===== src/rtl/dmem_ctrl.sv =====
// Data-memory controller: loads the input image into the external RAM, kicks the processor,
// slaves the RAM to processor loads/stores, then streams the result region back to the host.
module dmem_ctrl #(
    parameter int unsigned ADDR_W    = 19,
    parameter int unsigned IN_BYTES  = 65536,
    parameter int unsigned OUT_BASE  = 65536,
    parameter int unsigned OUT_BYTES = 16384
) (
    input  logic              i_clk,
    input  logic              i_rstn,
    input  logic              i_cmd_go,
    input  logic [7:0]        i_in_data,
    input  logic              i_in_valid,
    output logic              o_in_ready,
    output logic [7:0]        o_out_data,
    output logic              o_out_valid,
    input  logic              i_out_ready,
    input  logic [ADDR_W-1:0] i_proc_addr,
    input  logic [7:0]        i_proc_wdata,
    input  logic [1:0]        i_proc_mem,
    input  logic              i_proc_status,
    output logic              o_proc_start,
    output logic [7:0]        o_proc_rdata,
    output logic [ADDR_W-1:0] o_ram_addr,
    output logic              o_ram_we,
    output logic [7:0]        o_ram_wdata,
    input  logic [7:0]        i_ram_rdata,
    output logic              o_busy
);

    localparam logic [ADDR_W-1:0] LastIn  = ADDR_W'(IN_BYTES - 1);
    localparam logic [ADDR_W-1:0] LastOut = ADDR_W'(OUT_BYTES - 1);
    localparam logic [ADDR_W-1:0] NumOut  = ADDR_W'(OUT_BYTES);
    localparam logic [ADDR_W-1:0] OutBase = ADDR_W'(OUT_BASE);

    typedef enum logic [2:0] {
        StIdle, StLoad, StStart, StRun, StUnload, StDone
    } state_e;

    state_e            r_state;
    state_e            w_state_d;
    logic [ADDR_W-1:0] r_load_cnt;
    logic [ADDR_W-1:0] r_unl_cnt;
    logic [ADDR_W-1:0] r_out_cnt;
    logic              r_rd_pend;
    logic [7:0]        r_proc_rdata;
    logic              r_unl_pend;
    logic              r_out_valid;
    logic [7:0]        r_out_data;
    logic              w_load_hs;
    logic              w_issue;
    logic              w_out_hs;

    // A read issued last cycle presents RAM data directly; the register holds it across stalls.
    assign o_out_valid  = r_out_valid | r_unl_pend;
    assign o_out_data   = r_unl_pend ? i_ram_rdata : r_out_data;
    assign o_proc_rdata = r_rd_pend ? i_ram_rdata : r_proc_rdata;
    assign w_out_hs     = o_out_valid & i_out_ready;
    assign o_busy       = (r_state != StIdle);

    always_comb begin
        w_state_d    = r_state;
        o_in_ready   = 1'b0;
        o_proc_start = 1'b0;
        o_ram_addr   = '0;
        o_ram_we     = 1'b0;
        o_ram_wdata  = '0;
        w_load_hs    = 1'b0;
        w_issue      = 1'b0;
        unique case (r_state)
            StIdle: begin
                if (i_cmd_go) w_state_d = StLoad;
            end
            StLoad: begin
                o_in_ready = 1'b1;
                if (i_in_valid) begin
                    w_load_hs   = 1'b1;
                    o_ram_we    = 1'b1;
                    o_ram_addr  = r_load_cnt;
                    o_ram_wdata = i_in_data;
                    if (r_load_cnt == LastIn) w_state_d = StStart;
                end
            end
            StStart: begin
                o_proc_start = 1'b1;
                w_state_d    = StRun;
            end
            StRun: begin
                o_ram_addr = i_proc_addr;
                if (i_proc_mem == 2'b10) begin
                    o_ram_we    = 1'b1;
                    o_ram_wdata = i_proc_wdata;
                end
                if (i_proc_status) w_state_d = StUnload;
            end
            StUnload: begin
                o_ram_addr = OutBase + r_unl_cnt;
                // Issue only when the output slot will be free as the data arrives.
                w_issue = (r_unl_cnt != NumOut) && (!o_out_valid || i_out_ready);
                if (w_out_hs && (r_out_cnt == LastOut)) w_state_d = StDone;
            end
            StDone: begin
                w_state_d = StIdle;
            end
            default: begin
                w_state_d = StIdle;
            end
        endcase
    end

    always_ff @(posedge i_clk) begin
        if (!i_rstn) begin
            r_state      <= StIdle;
            r_load_cnt   <= '0;
            r_unl_cnt    <= '0;
            r_out_cnt    <= '0;
            r_rd_pend    <= 1'b0;
            r_proc_rdata <= '0;
            r_unl_pend   <= 1'b0;
            r_out_valid  <= 1'b0;
            r_out_data   <= '0;
        end else begin
            r_state <= w_state_d;
            if (r_state == StIdle && i_cmd_go) begin
                r_load_cnt <= '0;
                r_unl_cnt  <= '0;
                r_out_cnt  <= '0;
            end
            if (w_load_hs) r_load_cnt <= r_load_cnt + 1'b1;
            r_rd_pend <= (r_state == StRun) && (i_proc_mem == 2'b01) && !i_proc_status;
            if (r_rd_pend) r_proc_rdata <= i_ram_rdata;
            r_unl_pend <= w_issue;
            if (w_issue) r_unl_cnt <= r_unl_cnt + 1'b1;
            if (w_out_hs) r_out_cnt <= r_out_cnt + 1'b1;
            if (r_unl_pend && !i_out_ready) begin
                r_out_data  <= i_ram_rdata;
                r_out_valid <= 1'b1;
            end else if (w_out_hs) begin
                r_out_valid <= 1'b0;
            end
        end
    end

`ifndef SYNTHESIS
    always_ff @(posedge i_clk) begin
        assert (64'(OUT_BASE) + 64'(OUT_BYTES) <= (64'd1 << ADDR_W))
            else $error("result region exceeds the address space");
    end
`endif

endmodule


===== config.mk =====
export PLATFORM = sky130hd
export DESIGN_NAME = dmem_ctrl
export DESIGN_NICKNAME = d
export VERILOG_FILES = /design/src/rtl/dmem_ctrl.sv
export SDC_FILE = /design/constraint.sdc
export NUM_CORES = 1
export LEC_CHECK = 0
export ABC_AREA = 1
export CORE_ASPECT_RATIO = 1.75
export CORE_MARGIN = 5
export CORE_UTILIZATION = 40
export DETAILED_ROUTE_END_ITERATION = 6
export PLACE_DENSITY = 0.78
export SYNTH_ARGS = -nofsm -noshare
export SYNTH_HDL_FRONTEND = slang
export SYNTH_SLANG_ARGS = --single-unit

===== constraint.sdc =====
create_clock -name i_clk -period 1.4 [get_ports i_clk]
set_input_delay 0.14 -clock i_clk [delete_from_list [all_inputs] [get_ports i_clk]]
set_output_delay 0.14 -clock i_clk [all_outputs]
set_load 0.005 [all_outputs]

After elaboration in Yosys (flattened, before gate mapping)
Cells that the tools add are included.
{"block": "word_totals", "register_bits": 79}
{"block": "classes", "addsub": 4, "eq_ne": 14, "muxes": 26, "bitwise_logic": 2, "reduce_logical": 17}
{"operator": "19-bit 2-to-1 mux", "n": 5}
{"operator": "19-bit by 1-bit adder with 19-bit output, second input constant", "n": 3}
{"operator": "19-bit one-hot mux with 3 select lines", "n": 1}
{"operator": "8-bit 2-to-1 mux", "n": 4}
{"operator": "17-bit by 19-bit adder with 19-bit output, first input constant", "n": 1}
{"operator": "19-bit by 14-bit == test with 1-bit output, second input constant", "n": 1}
{"operator": "19-bit by 16-bit == test with 1-bit output, second input constant", "n": 1}
{"operator": "19-bit by 15-bit != test with 1-bit output, second input constant", "n": 1}
{"operator": "8-bit one-hot mux with 2 select lines", "n": 1}
{"operator": "3-bit 2-to-1 mux", "n": 5}
{"operator": "3-bit one-hot mux with 5 select lines", "n": 1}
{"operator": "2-bit != test, second input constant", "n": 5}
{"operator": "1-bit 2-to-1 mux", "n": 8}
{"operator": "2-bit nonzero test", "n": 4}
{"operator": "3-bit by 2-bit == test with 1-bit output, second input constant", "n": 2}
{"operator": "1-bit logical AND", "n": 6}
{"operator": "5-bit AND reduction", "n": 1}
{"operator": "3-bit by 1-bit == test with 1-bit output, second input constant", "n": 1}
{"operator": "3-bit == test, second input constant", "n": 1}
{"operator": "1-bit zero test", "n": 3}
{"operator": "3-bit zero test", "n": 1}
{"operator": "3-bit nonzero test", "n": 1}
{"operator": "2-bit by 1-bit == test with 1-bit output, second input constant", "n": 1}
{"operator": "2-bit == test, second input constant", "n": 1}
{"operator": "4 further kinds", "n": 4}

Longest topological paths before layout
Gate-level depths: netlist of run 1.
{"block": "depth", "word_depth": 6, "mapped_depth": 11}

Worst setup path after synthesis of run 1
No wires, ideal clock.
{"block": "synth_timing", "kind": "register to register", "start": "reg r_out_cnt[0]", "end": "reg r_out_cnt[18]", "setup_time_ns": 0.116, "arrival_ns": 1.378, "setup_slack_ns": -0.094, "path_stages_with_launch": 10, "path_buffers": 0, "synth_period_minus_slack_ns": 1.494, "cell_sequence": "dfxtp_1 -> ha_1 -> nand2_1 -> nor2_1 -> nand2_1 -> nor2_2 -> nand3_1 -> or2_0 -> nand3_1 -> o21ai_1"}
{"block": "synth_between", "elab_chain_cells": 2}
{"item": "start: declaration", "line": "44", "source": "logic [ADDR_W-1:0] r_out_cnt;"}
{"item": "start signal: assignment", "line": "134", "source": "if (w_out_hs) r_out_cnt <= r_out_cnt + 1'b1;"}
{"item": "19-bit by 1-bit adder with 19-bit output", "line": "134"}
{"item": "19-bit 2-to-1 mux", "line": "134"}
No other way between the ends.
A chain may end at the register's enable or synchronous reset.

Final worst setup path of run 1
{"block": "layout_timing", "start": "reg r_state[0]", "end": "out o_ram_addr[1]"}
{"block": "layout_between", "elab_chain_cells": 2}
{"item": "start: declaration", "line": "40", "source": "state_e r_state;"}
{"item": "start signal: assignment", "line": "113", "source": "r_state <= StIdle;"}
{"item": "start signal: assignment", "line": "123", "source": "r_state <= w_state_d;"}
{"item": "3-bit == test (tied with other cells)", "line": "70", "source": "unique case (r_state)"}
{"item": "19-bit one-hot mux with 3 select lines (*)", "line": "70"}
{"item": "end: declaration", "line": "24", "source": "output logic [ADDR_W-1:0] o_ram_addr,"}
Every way passes the cells marked *; elsewhere a longest branch is shown, timed or not.

==> reports/results.tsv, run 1 <==
metric	value	unit
vias in the first global route	6514	
final wirelength	22900	µm
post-synth cell types	48	
die height	154	µm
pwr/cell area	1120	nW/µm²
Synth area leaders	dfxtp_1, nand2_1, inv_1	
CP arrival	1.72	ns
Final period util	1.33	
Worst-Skew Late Latency	0.35	ns
sequential-to-total area share from yosys stat	0.336	
Reg2Reg Capture Point	r_unl_cnt[5]	
cell taking the most area after synthesis	dfxtp_1	
I/O pin cnt	99	
RSZ-0062 raised after global routing	true	
critical path class	register to primary output	
met1 Resource Use GR	0.270	
WHS Path Cells	2	
Hold WC Path Type	primary input to register	
gpl congestion	0.898	
initial core utilization	0.407	
relative slew slack	0.467	
dpl hpwl	12400	µm
Syn. warnings	0	
post-synthesis async set-or-reset flop share	0	
first-pass GRT wire length	31300	µm
vias per cell	5.84	
hold path startpoint	i_out_ready	
antenna violations before repair	0	
CP endpoint kind	primary output	
most common cell in the netlist	nand2_1	
register area	1620	µm²
Final nets	1047	
violated checks	negative setup slack	
fin util	0.737	
WL/cell	20.3	µm
worst hold endpoint	r_out_valid	
Yosys reg bits	79	
antenna diode count	0	
Worst Clk Skew	0.0121	ns
Final ANT Viol Nets	0	
die area	14100	µm²
hold_ws	0.392	ns
grt ovf	0	
Hold Buf Count CTS	0	
Syn Area/Cell	6.43	µm²
worst slew pin tran	0.792	ns
met3 GRT Util	0.0499	
final setup margin	-0.456	ns
DRT iter0 DRCs	571	
Final Slew Violations	0	
number of filler cells placed in the layout	705	
synth-to-layout area growth	81.1	%
DRC viols	0	
R2R Path Start	r_state[0]	
minimum clock period	1.86	ns
CTS H-tree lvls	3	
Final Setup Violations	93	
max_cap viols	0	
core area	11600	µm²
CTS max path bufs	2	
gr usage total	0.276	
share of the synthesized area in the top cell type	0.336	
CTS Buf Count	9	
die width	92.0	µm
post-synthesis cell count	733	
top_reg_cell synth	dfxtp_1	
Post-synth top cells	nand2_1, inv_1, dfxtp_1, nor2_1, nand3_1	
Post-synth EDFFs	0	
CTS tree	yes	
Pwr Total	9.53	mW
met2 usage	0.504	
Hold Violations, Final	0	
worst-path fanout max	5	
multi-input gate area in the final layout	3560	µm²
Clock Pin Slew Worst Setup and Hold Paths	0.07	ns
fmax	539	MHz
largest net degree at the start of global routing	17	
Worst Path Required	1.26	ns
row count	52	
leakage power	3.61	nW
final setup TNS	-22.75	ns
gr busiest metal	met2	
category of the worst setup path launch point	register	
run status	complete, but fails checks	
Critical Path Start	r_state[0]	
layout cells sized above 1	0.468	
r2r worst-path depth	12	
IO buf count	98	
Vias	6595	
Net Count, Synth	790	
Root Buffer	clkbuf_16	
Mapped Area	4710	µm²
Clock Sinks	79	
first drt pass iteration count	5	
register-to-register setup slack	-0.45	ns
maximum VDD drop	0.000679	V
==> registers in the layout, summed over array words and instances (netlist names) <==
register / flops
r_load_cnt: 19
r_out_data: 8
r_out_cnt: 19
r_state: 3
r_out_valid: 1
r_proc_rdata: 8
r_unl_cnt: 19
r_rd_pend: 1
r_unl_pend: 1
==> power by group <==
group          internal, mW  total (mW)  switching, mW
clock                  1.61        2.75           1.14
combinational          2.07        4.39           2.32
sequential             2.32        2.39         0.0754
==> through the flow <==
step | std cells | setup WS [ns] | area [µm²]
CTS | 1113 | -0.408 | 7960
global placement | 1070 | -0.458 | 6830
global route | 1130 | -0.535 | 8540
finish | 1130 | -0.456 | 8540
floorplan | 733 | -0.0358 | 4770
detailed placement | 1070 | -0.476 | 6830
==> critical path: stages, from the launching register on <==
cell	delay, ns
dfxtp_4	0.39
inv_4	0.05
nor3_4	0.25
nand2_4	0.11
clkinv_4	0.09
buf_8	0.14
nand2_2	0.05
o211ai_1	0.12
buf_2	0.17
==> metal layers <==
metal	part of all wire	vias up
met1	0.32	2992
li1	-	2921
met2	0.50	505
met5	0	-
met4	0.092	0
met3	0.084	177
==> layout make-up <==
| class | count | share of cell area |
|---|---|---|
| multi-input combinational | 525 | 0.417 |
| timing repair buffer | 267 | 0.280 |
| sequential | 79 | 0.190 |
| inverter | 107 | 0.0528 |
| clock buffer | 9 | 0.0264 |
| tap | 135 | 0.0198 |
| clock inverter | 7 | 0.0128 |
| timing repair inverter | 1 | 0.000880 |
==> repair_timing <==
item | 4_1_cts | 5_1_grt
cloned | 3 | 1
hold endpoints to repair | 0 | 0
setup endpoints to repair | 109 | 109
pin swaps | 60 | 79
setup buffers | 28 | 29
gates resized for setup | 365 | 169
==> placed cells by master, fill, tap and decap left out, types with 13 or more instances in the layout <==
cell and count:
a21oi_1 26, nand3_1 28, buf_4 114, buf_6 39, nand2_2 37, nand2_1 145
nand3_2 19, a21oi_2 22, o21ai_2 21, nor2_2 13, o21ai_1 15, clkdlybuf4s50_1 50
nor2_1 48, o21ai_0 19, nand2_4 21, buf_2 34, nor2_4 19, dfxtp_1 63
inv_1 86, buf_12 13
==> worst max-delay path by stage <==
stage                           to  cells past startpoint
floorplan            r_out_cnt[18]                      9
global placement    o_ram_wdata[5]                      7
detailed placement  o_ram_wdata[2]                      7
CTS                  o_ram_addr[1]                      8
global route         o_ram_addr[1]                      8
finish               o_ram_addr[1]                      8
==> kinds of logic (layout without fill, tap and decap cells) <==
kind of cell,count (synthesis),count (layout),synth area share
xor gates and xnor gates,3,3,0.00558
adders and majority gates,6,6,0.0159
DFF,79,79,0.336
and+or+nand+nor,374,374,0.347
AOI/OAI and AO/OA,142,142,0.182
buffers and inverters,129,391,0.114
Note: power is estimated with default switching activity, not from simulation.
==> run 2, diff against run 1 <==
Settings changed: CAP_MARGIN from default to 10.
==> results of run 2 <==
Final layout, timing and power as in run 1 (identical DEF).
